==> src/rtl/aes_disp_pkg.sv <==
// Shared types and constants for the AES block byte display path.
package aes_disp_pkg;

  typedef enum logic [1:0] {
    IDLE = 2'd0,
    SHOW = 2'd1,
    HOLD = 2'd2
  } disp_state_t;

  localparam int BLOCK_BYTES   = 16;
  localparam int DWELL_DEFAULT = 50_000_000;

  // Byte 0 is the most significant byte of the block.
  function automatic logic [7:0] block_byte(input logic [127:0] blk, input logic [3:0] idx);
    logic [7:0] b;
    b = 8'h00;
    for (int i = 0; i < BLOCK_BYTES; i++) begin
      if (idx == 4'(i)) b = blk[127-8*i -: 8];
    end
    return b;
  endfunction

endpackage

==> src/rtl/disp_dwell_timer.sv <==
// Dwell counter for the byte display; tick marks the last cycle of a dwell period.
module disp_dwell_timer #(
  parameter int DWELL_CYCLES = 50_000_000
) (
  input  logic clk,
  input  logic reset,
  input  logic clr,
  input  logic en,
  output logic tick
);

  localparam int CW = (DWELL_CYCLES > 1) ? $clog2(DWELL_CYCLES) : 1;
  localparam logic [CW-1:0] TC = CW'(DWELL_CYCLES - 1);

  logic [CW-1:0] count;

  always_ff @(posedge clk) begin
    if (reset) begin
      count <= '0;
    end else if (clr) begin
      count <= '0;
    end else if (en) begin
      count <= (count == TC) ? '0 : count + CW'(1);
    end
  end

  assign tick = en && (count == TC);

endmodule

==> src/rtl/block_byte_scanner.sv <==
// Steps through the 16 bytes of a latched AES block, one byte per dwell period or step pulse.
// Build option DISPLAY_LOOP_EN: wrap from byte 15 back to byte 0 instead of holding.
//
// state | meaning
// IDLE  | no block yet, byte_out = 0, ready for a block
// SHOW  | cycling through bytes of the latched block
// HOLD  | last byte shown, parked on byte 15 until a new block
module block_byte_scanner
  import aes_disp_pkg::*;
#(
  parameter int DWELL_CYCLES = DWELL_DEFAULT
) (
  input  logic         clk,
  input  logic         reset,
  input  logic [127:0] blk_in,
  input  logic         blk_valid,
  output logic         blk_ready,
  input  logic         step,
  output logic [7:0]   byte_out,
  output logic [3:0]   byte_idx,
  output logic         busy,
  output logic         done
);

  disp_state_t  state, state_n;
  logic [127:0] blk_q, blk_n;
  logic [7:0]   byte_q, byte_n;
  logic [3:0]   idx_q, idx_n;
  logic         done_q, done_n;
  logic         tick, advance, handshake, last_byte, tmr_clr, tmr_en;

  disp_dwell_timer #(
    .DWELL_CYCLES(DWELL_CYCLES)
  ) u_dwell (
    .clk  (clk),
    .reset(reset),
    .clr  (tmr_clr),
    .en   (tmr_en),
    .tick (tick)
  );

  always_ff @(posedge clk) begin
    if (reset) begin
      state  <= IDLE;
      blk_q  <= '0;
      byte_q <= 8'h00;
      idx_q  <= 4'd0;
      done_q <= 1'b0;
    end else begin
      state  <= state_n;
      blk_q  <= blk_n;
      byte_q <= byte_n;
      idx_q  <= idx_n;
      done_q <= done_n;
    end
  end

`ifdef DISPLAY_LOOP_EN
  assign blk_ready = 1'b1;
`else
  assign blk_ready = (state != SHOW);
`endif

  assign tmr_en    = (state == SHOW);
  assign advance   = (state == SHOW) && (tick || step);
  assign last_byte = (idx_q == 4'(BLOCK_BYTES - 1));
  assign handshake = blk_valid && blk_ready;

  always_comb begin
    state_n = state;
    blk_n   = blk_q;
    byte_n  = byte_q;
    idx_n   = idx_q;
    done_n  = 1'b0;
    tmr_clr = 1'b0;
    case (state)
      IDLE, HOLD: begin
        if (handshake) begin
          state_n = SHOW;
          blk_n   = blk_in;
          idx_n   = 4'd0;
          byte_n  = blk_in[127:120];
          tmr_clr = 1'b1;
        end
      end
      SHOW: begin
        if (advance) begin
          tmr_clr = 1'b1;
          idx_n   = idx_q + 4'd1;
          byte_n  = block_byte(blk_q, idx_q + 4'd1);
          if (last_byte) begin
            done_n = 1'b1;
`ifdef DISPLAY_LOOP_EN
            state_n = SHOW;
`else
            state_n = HOLD;
            idx_n   = idx_q;
            byte_n  = byte_q;
`endif
          end
        end
`ifdef DISPLAY_LOOP_EN
        // A new block restarts the scan; a coinciding end-of-block done is kept.
        if (handshake) begin
          blk_n   = blk_in;
          idx_n   = 4'd0;
          byte_n  = blk_in[127:120];
          tmr_clr = 1'b1;
        end
`endif
      end
      default: state_n = IDLE;
    endcase
  end

  assign byte_out = byte_q;
  assign byte_idx = idx_q;
  assign busy     = (state == SHOW);
  assign done     = done_q;

endmodule
==> config.mk <==
export PLATFORM = sky130hd
export DESIGN_NAME = block_byte_scanner
export DESIGN_NICKNAME = d
export VERILOG_FILES = /design/src/rtl/aes_disp_pkg.sv /design/src/rtl/disp_dwell_timer.sv /design/src/rtl/block_byte_scanner.sv
export SDC_FILE = /design/constraint.sdc
export NUM_CORES = 1
export LEC_CHECK = 0
export CELL_PAD_IN_SITES_DETAIL_PLACEMENT = 1
export CELL_PAD_IN_SITES_GLOBAL_PLACEMENT = 1
export CORE_ASPECT_RATIO = 1.4
export CORE_MARGIN = 2
export CORE_UTILIZATION = 41
export DETAILED_ROUTE_END_ITERATION = 7
export PLACE_DENSITY = 0.85
export SLEW_MARGIN = 20
export SYNTH_ARGS = -nofsm -noshare
export SYNTH_HDL_FRONTEND = slang
export SYNTH_HIERARCHICAL = 1
export SYNTH_SLANG_ARGS = --single-unit
export TNS_END_PERCENT = 1
==> constraint.sdc <==
create_clock -name clk -period 7.25 [get_ports clk]
set_clock_uncertainty 0.15 [all_clocks]
set_input_delay 1.8125 -clock clk [delete_from_list [all_inputs] [get_ports clk]]
set_output_delay 1.8125 -clock clk [all_outputs]
set_load 0.01 [all_outputs]
==> impl_metrics.csv, run 1 <==
group,metric,value,unit
power,switchingPower,0.602,mW
setup_path,crit_required,5.29,ns
timing,drv_slew,0,
power,internal_power,1.71,mW
power,power_frac_comb,12.9,%
floorplan,die_area,20400,sq um
placed_design,port_buffers,146,
timing,finalSetupTns,0,ns
cts,clk_pin_slew,0.06,ns
global_routing,gr-total-overflow,0,
finish,drive_above_1_share,5.61,%
placed_design,globalplace.congestion,0.848,
power,irDropWorstVdd,0.000151,V
timing,period_share,63.8,%
power,swShare,26.1,%
placed_design,dp_cells,1373,
power,seqPwrFrac,43.9,%
routing,ant_nets,0,
global_routing,grt_max_degree,87,
floorplan,rows,60,
floorplan,initial_core_util,41.3,%
timing,fmax,216,MHz
placed_design,dpl.hpwl,19.1,mm
global_routing,top_usage_layer,"met2",
timing,finalCriticalPeriod,4.62,ns
global_routing,grt_pass1_vias,7992,
finish,nNetsFinal,1284,
synthesis,ys_ff_latch,169,
global_routing,use_met1,30.2,%
synthesis,synth_nets,1190,
timing,rsz0062_at_grt,"no",
cts,ctsRootBufferMaster,"clkbuf_16",
synthesis,ys_warn_count,6,
routing,vias,7920,
floorplan,core-area,19100,sq um
setup_path,crit_fanout,20,
global_routing,grt_util_all_layers,26.1,%
timing,setup_violations,0,
cts,clock_path_buffers,2,
min_path,hold_depth,2,
power,leakagePower,3.53,nW
routing,dr.pass1.iters,4,
setup_path,reg2reg_depth,12,
floorplan,fp.dieW,121,um
cts,holdBufCountCts,0,
cts,clock_sinks,169,
synthesis,synth_top_area_cell,"dfxtp_1",
synthesis,yosys.area.top_type_share,42.9,%
floorplan,io_pins,147,
finish,syn_to_final_growth,27.6,%
timing,final-hold-violation-count,0,
global_routing,grt_use_met2,47.7,%
cts,cts.repair.resized,0,
global_routing,grt_pass1_wl,41.6,mm
power,clkPwrFrac,43.2,%
synthesis,synth_cell_type_count,71,
synthesis,synth_ff_type,"dfxtp_1",
cts,htree_levels,4,
routing,viasPerCell,5.63,
routing,wl_per_cell,19.0,um
timing,relSlewSlack,29.9,%
setup_path,start_kind,"flop",
floorplan,die_h,168,um
setup_path,crit_path_end_kind,"primary output",
synthesis,synth.area.top_cells,"dfxtp_1, nand2_1, a21oi_1",
min_path,hold_class,"flop to flop",
synthesis,synth_common_cells,"nand2_1, a21oi_1, dfxtp_1, clkbuf_1, nor2_1",
global_routing,use_met3,4.27,%
finish,n_antenna_cell,0,
synthesis,syn_area,7880,sq um
synthesis,syn_inst,1051,
power,cellPowerDensity,230,nW/um^2
cts,postCtsSetupBuffers,0,
outcome,outcome,"finished clean",
routing,wl,26.8,mm
setup_path,critical_path_class,"flop to primary output",
finish,num-fill-cells,2366,
timing,worstMarginPinSlew,1.05,ns
routing,drt_iter0_drc,557,
timing,post-route-worst-setup-slack,2.63,ns
synthesis,avgSynthCellArea,7.50,sq um
cts,cts_buffers,17,
setup_path,arrival,2.66,ns
global_routing,antenna_found_initial,0,
job,maxCapViolCount,0,
synthesis,yosysMostFrequentCell,"nand2_1",
synthesis,synth-edff-count,0,
cts,cts_tree,"done",
cts,clock_latency,0.43,ns
routing,drc,0,
placed_design,pre_cts_ws,2.58,ns
synthesis,seq_area_frac_synth,42.9,%
finish,finalNonFillerCells,1406,
synthesis,async_flop_share,0,%
-- cells in the final DEF (no fill, tap or decap), types with 5 or more instances in the layout --
| cell type | instances |
|---|---|
| o21a_1 | 9 |
| o221ai_1 | 11 |
| a221oi_1 | 12 |
| xor2_1 | 9 |
| a21oi_1 | 174 |
| dfxtp_1 | 169 |
| nand2_1 | 316 |
| o22ai_1 | 12 |
| and3_1 | 11 |
| nor4_1 | 5 |
| a211oi_1 | 6 |
| or4_1 | 9 |
| o31ai_1 | 6 |
| clkdlybuf4s50_1 | 145 |
| a31oi_1 | 5 |
| a22oi_1 | 6 |
| nand4_1 | 14 |
| nor2_1 | 42 |
| nor3_1 | 11 |
| nand3_1 | 11 |
| ha_1 | 7 |
| inv_1 | 11 |
| buf_4 | 8 |
| or3_1 | 9 |
| o21ai_0 | 37 |
| clkbuf_16 | 17 |
-- metrics by stage --
stage	utilization [%]	instance area, sq um	power [mW]	hold WS, ns
5_1_grt	52.7	10100	2.40	0.323
3_3_place_gp	49.2	9390	1.32	0.288
6_report	52.7	10100	2.31	0.307
3_5_place_dp	49.2	9390	1.33	0.297
4_1_cts	52.6	10000	2.32	0.306
2_1_floorplan	-	7880	1.18	0.282
-- kinds of logic (layout without fill, tap and decap cells) --
family	after synthesis	after routing	share of synthesized area, %
buf+inv	90	197	4.84
simple gates	460	460	25.6
fa+ha+maj	7	7	1.11
compound gates	311	311	23.9
mux	1	1	0.127
flops	169	169	42.9
xor+xnor	13	13	1.44
-- worst paths after layout --
check / startpoint / end / slack, ns
setup / recovery: state[0]$_SDFFE_PP0P_ / busy / 2.63
hold / removal: blk_q[96]$_SDFFE_PP0P_ / blk_q[96]$_SDFFE_PP0P_ / 0.31
setup reg to reg: state[0]$_SDFFE_PP0P_ / byte_out[2]$_SDFFE_PP0P_ / 2.88
hold reg to reg: blk_q[96]$_SDFFE_PP0P_ / blk_q[96]$_SDFFE_PP0P_ / 0.31
-- power by group through the flow --
stage                     logic, mW  clock network (mW)  registers, mW
final                         0.298               0.998           1.01
after global routing          0.326                1.05           1.02
after CTS                     0.297                1.01           1.01
after detailed placement      0.295                   0           1.03
after global placement        0.290                   0           1.03
after floorplan               0.158                   0           1.02
-- metal layers --
layer,vias to the layer above,routed length (um)
met5,-,0
li1,3844,-
met1,3805,10800
met3,36,1190
met4,0,813
met2,235,14000
-- sequential cells by signal, indices dropped and copies added, names as in the netlist --
name and cells:
blk_q 128, u_dwell/count 26, byte_out 8, byte_idx 4, state 2, done 1
-- area by class of cell --
type | instances | area (sq um) | share of cell area (%)
flip-flops and latches | 169 | 3380 | 33.7
clock inverters | 14 | 208 | 2.07
well taps | 248 | 310 | 3.09
repair buffers | 154 | 1530 | 15.2
multi-input cells | 792 | 4140 | 41.2
inverters | 11 | 41.3 | 0.411
clock buffers | 18 | 439 | 4.37
-- worst max-delay path, stage by stage, from the launching register on --
cell and delay (ns):
dfxtp_1 0.43, nand2b_1 0.39, inv_1 0.74, clkdlybuf4s50_1 0.67
No activity file was read; power rests on OpenSTA's default activity.
==> run 2: changes to the inputs <==
CORE_UTILIZATION = 38   (was 41)
PLACE_DENSITY = 0.79   (was 0.85)
clock period = 4.84 ns   (was 7.25 ns; I/O delays follow)
==> run 2 against run 1 <==
Net effect: die area increased by 7.7%; total power up 44%; sequential power increased by 50%; largest cell class unchanged.
==> impl_metrics.csv, run 2 (synthesis results as in run 1) <==
group,metric,value,unit
outcome,outcome,"finished clean",
routing,viasPerCell,5.65,
job,maxCapViolCount,0,
finish,num-fill-cells,2494,
cts,holdBufCountCts,0,
floorplan,fp.dieW,126,um
floorplan,die_area,21900,sq um
timing,final-hold-violation-count,0,
min_path,hold_class,"flop to flop",
cts,postCtsSetupBuffers,0,
cts,clk_pin_slew,0.06,ns
setup_path,slowest_delay,0.59,ns
routing,drc,0,
routing,dr.pass1.iters,5,
placed_design,globalplace.congestion,0.842,
timing,finalCriticalPeriod,3.47,ns
power,leakagePower,3.52,nW
timing,worstMarginPinSlew,0.984,ns
finish,largest_reg_flops,128,
timing,finalSetupTns,0,ns
floorplan,die_h,174,um
timing,fmax,288,MHz
timing,rsz0062_at_grt,"no",
global_routing,gr-total-overflow,0,
setup_path,crit_path_end_kind,"primary output",
cts,cts_buffers,17,
finish,nNetsFinal,1289,
setup_path,path_cells,"nand2b_1, buf_4, inv_1, buf_4, clkdlybuf4s50_1",
placed_design,port_buffers,146,
global_routing,antenna_found_initial,0,
timing,drv_slew,0,
placed_design,dpl.hpwl,19.4,mm
setup_path,crit_fanout,19,
cts,cts.repair.resized,0,
global_routing,grt_util_all_layers,24.7,%
cts,cts_tree,"done",
finish,n_antenna_cell,0,
setup_path,crit_family,"buffers and inverters",
setup_path,start_kind,"flop",
finish,regMostFlops,"blk_q",
global_routing,grt_pass1_vias,8137,
routing,vias,8020,
cts,ctsRootBufferMaster,"clkbuf_16",
setup_path,cp_num_buf_inv,4,
setup_path,critical_path_class,"flop to primary output",
setup_path,cp_slowest_cell,"clkdlybuf4s50_1",
finish,layout_common_cells,"nand2_1, a21oi_1, dfxtp_1",
cts,clock_sinks,169,
floorplan,initial_core_util,38.6,%
power,cellPowerDensity,331,nW/um^2
finish,layout_commonest_cell,"nand2_1",
finish,drive_above_1_share,6.02,%
placed_design,dp_cells,1387,
cts,htree_levels,4,
timing,period_share,71.7,%
finish,syn_to_final_growth,27.3,%
timing,setup_violations,0,
setup_path,cp_common_cell,"buf_4",
setup_path,crit_required,3.48,ns
floorplan,io_pins,147,
power,total_power,3.32,mW
power,irDropWorstVdd,0.000255,V
floorplan,core-area,20400,sq um
routing,wl_per_cell,19.3,um
routing,wl,27.4,mm
global_routing,grt_pass1_wl,42.8,mm
placed_design,placed_area,9450,sq um
routing,ant_nets,0,
setup_path,reg2reg_setup_slack,1.51,ns
global_routing,grt_max_degree,131,
finish,finalNonFillerCells,1419,
routing,drt_iter0_drc,523,
setup_path,arrival,2.11,ns
floorplan,rows,62,
cts,clock_latency,0.44,ns
timing,relSlewSlack,34.4,%
cts,clock_path_buffers,2,
finish,design_area,10000,sq um
==> run 2: final timing paths <==
check | startpoint | end | cells after the start
hold reg to reg | blk_q[125]$_SDFFE_PP0P_ | blk_q[125]$_SDFFE_PP0P_ | 2
setup reg to reg | byte_idx[0]$_SDFFE_PP0P_ | byte_out[3]$_SDFFE_PP0P_ | 9
setup / recovery | state[0]$_SDFFE_PP0P_ | busy | 5
hold / removal | blk_q[125]$_SDFFE_PP0P_ | blk_q[125]$_SDFFE_PP0P_ | 2
==> run 2: power by group <==
group,total [mW],switching [mW],internal [mW]
Combinational,0.452,0.246,0.206
Sequential,1.52,0.0534,1.47
Clock,1.35,0.617,0.733
Total,3.32,0.916,2.40
==> run 2: layout make-up <==
type,instances,area (sq um),area share [%]
Inverter,11,41.3,0.412
Clock inverter,14,139,1.38
Sequential cell,169,3380,33.7
Multi-Input combinational cell,792,4140,41.3
Tap cell,256,320,3.19
Timing Repair Buffer,159,1570,15.6
Clock buffer,18,439,4.38
==> run 2: worst reg2reg max path: cells and delay by family (launching register included) <==
kind | cells | cell delay (ns)
AO/OA/AOI/OAI | 5 | 1.04
adder cells (fa/ha/maj) | 1 | 0.67
buffers and inverters | 2 | 0.61
flip-flops | 1 | 0.41
AND/OR/NAND/NOR | 1 | 0.34
==> run 2: stage by stage <==
stage | worst slack (ns) | util [%] | hold WS [ns]
6_report | 1.37 | 49.2 | 0.303
4_1_cts | 1.37 | 49.2 | 0.303
5_1_grt | 1.31 | 49.2 | 0.322
2_1_floorplan | 1.72 | - | 0.282
3_3_place_gp | 1.49 | 46.3 | 0.288
3_5_place_dp | 1.37 | 46.3 | 0.294
==> run 2: metal layers <==
layer	vias to the layer above	global-route usage, %	wire (um)
li1	3855	-	-
met1	3891	28.6	10900
met2	221	44.6	14200
met3	53	3.91	1290
met4	0	10.6	983
met5	-	0	0
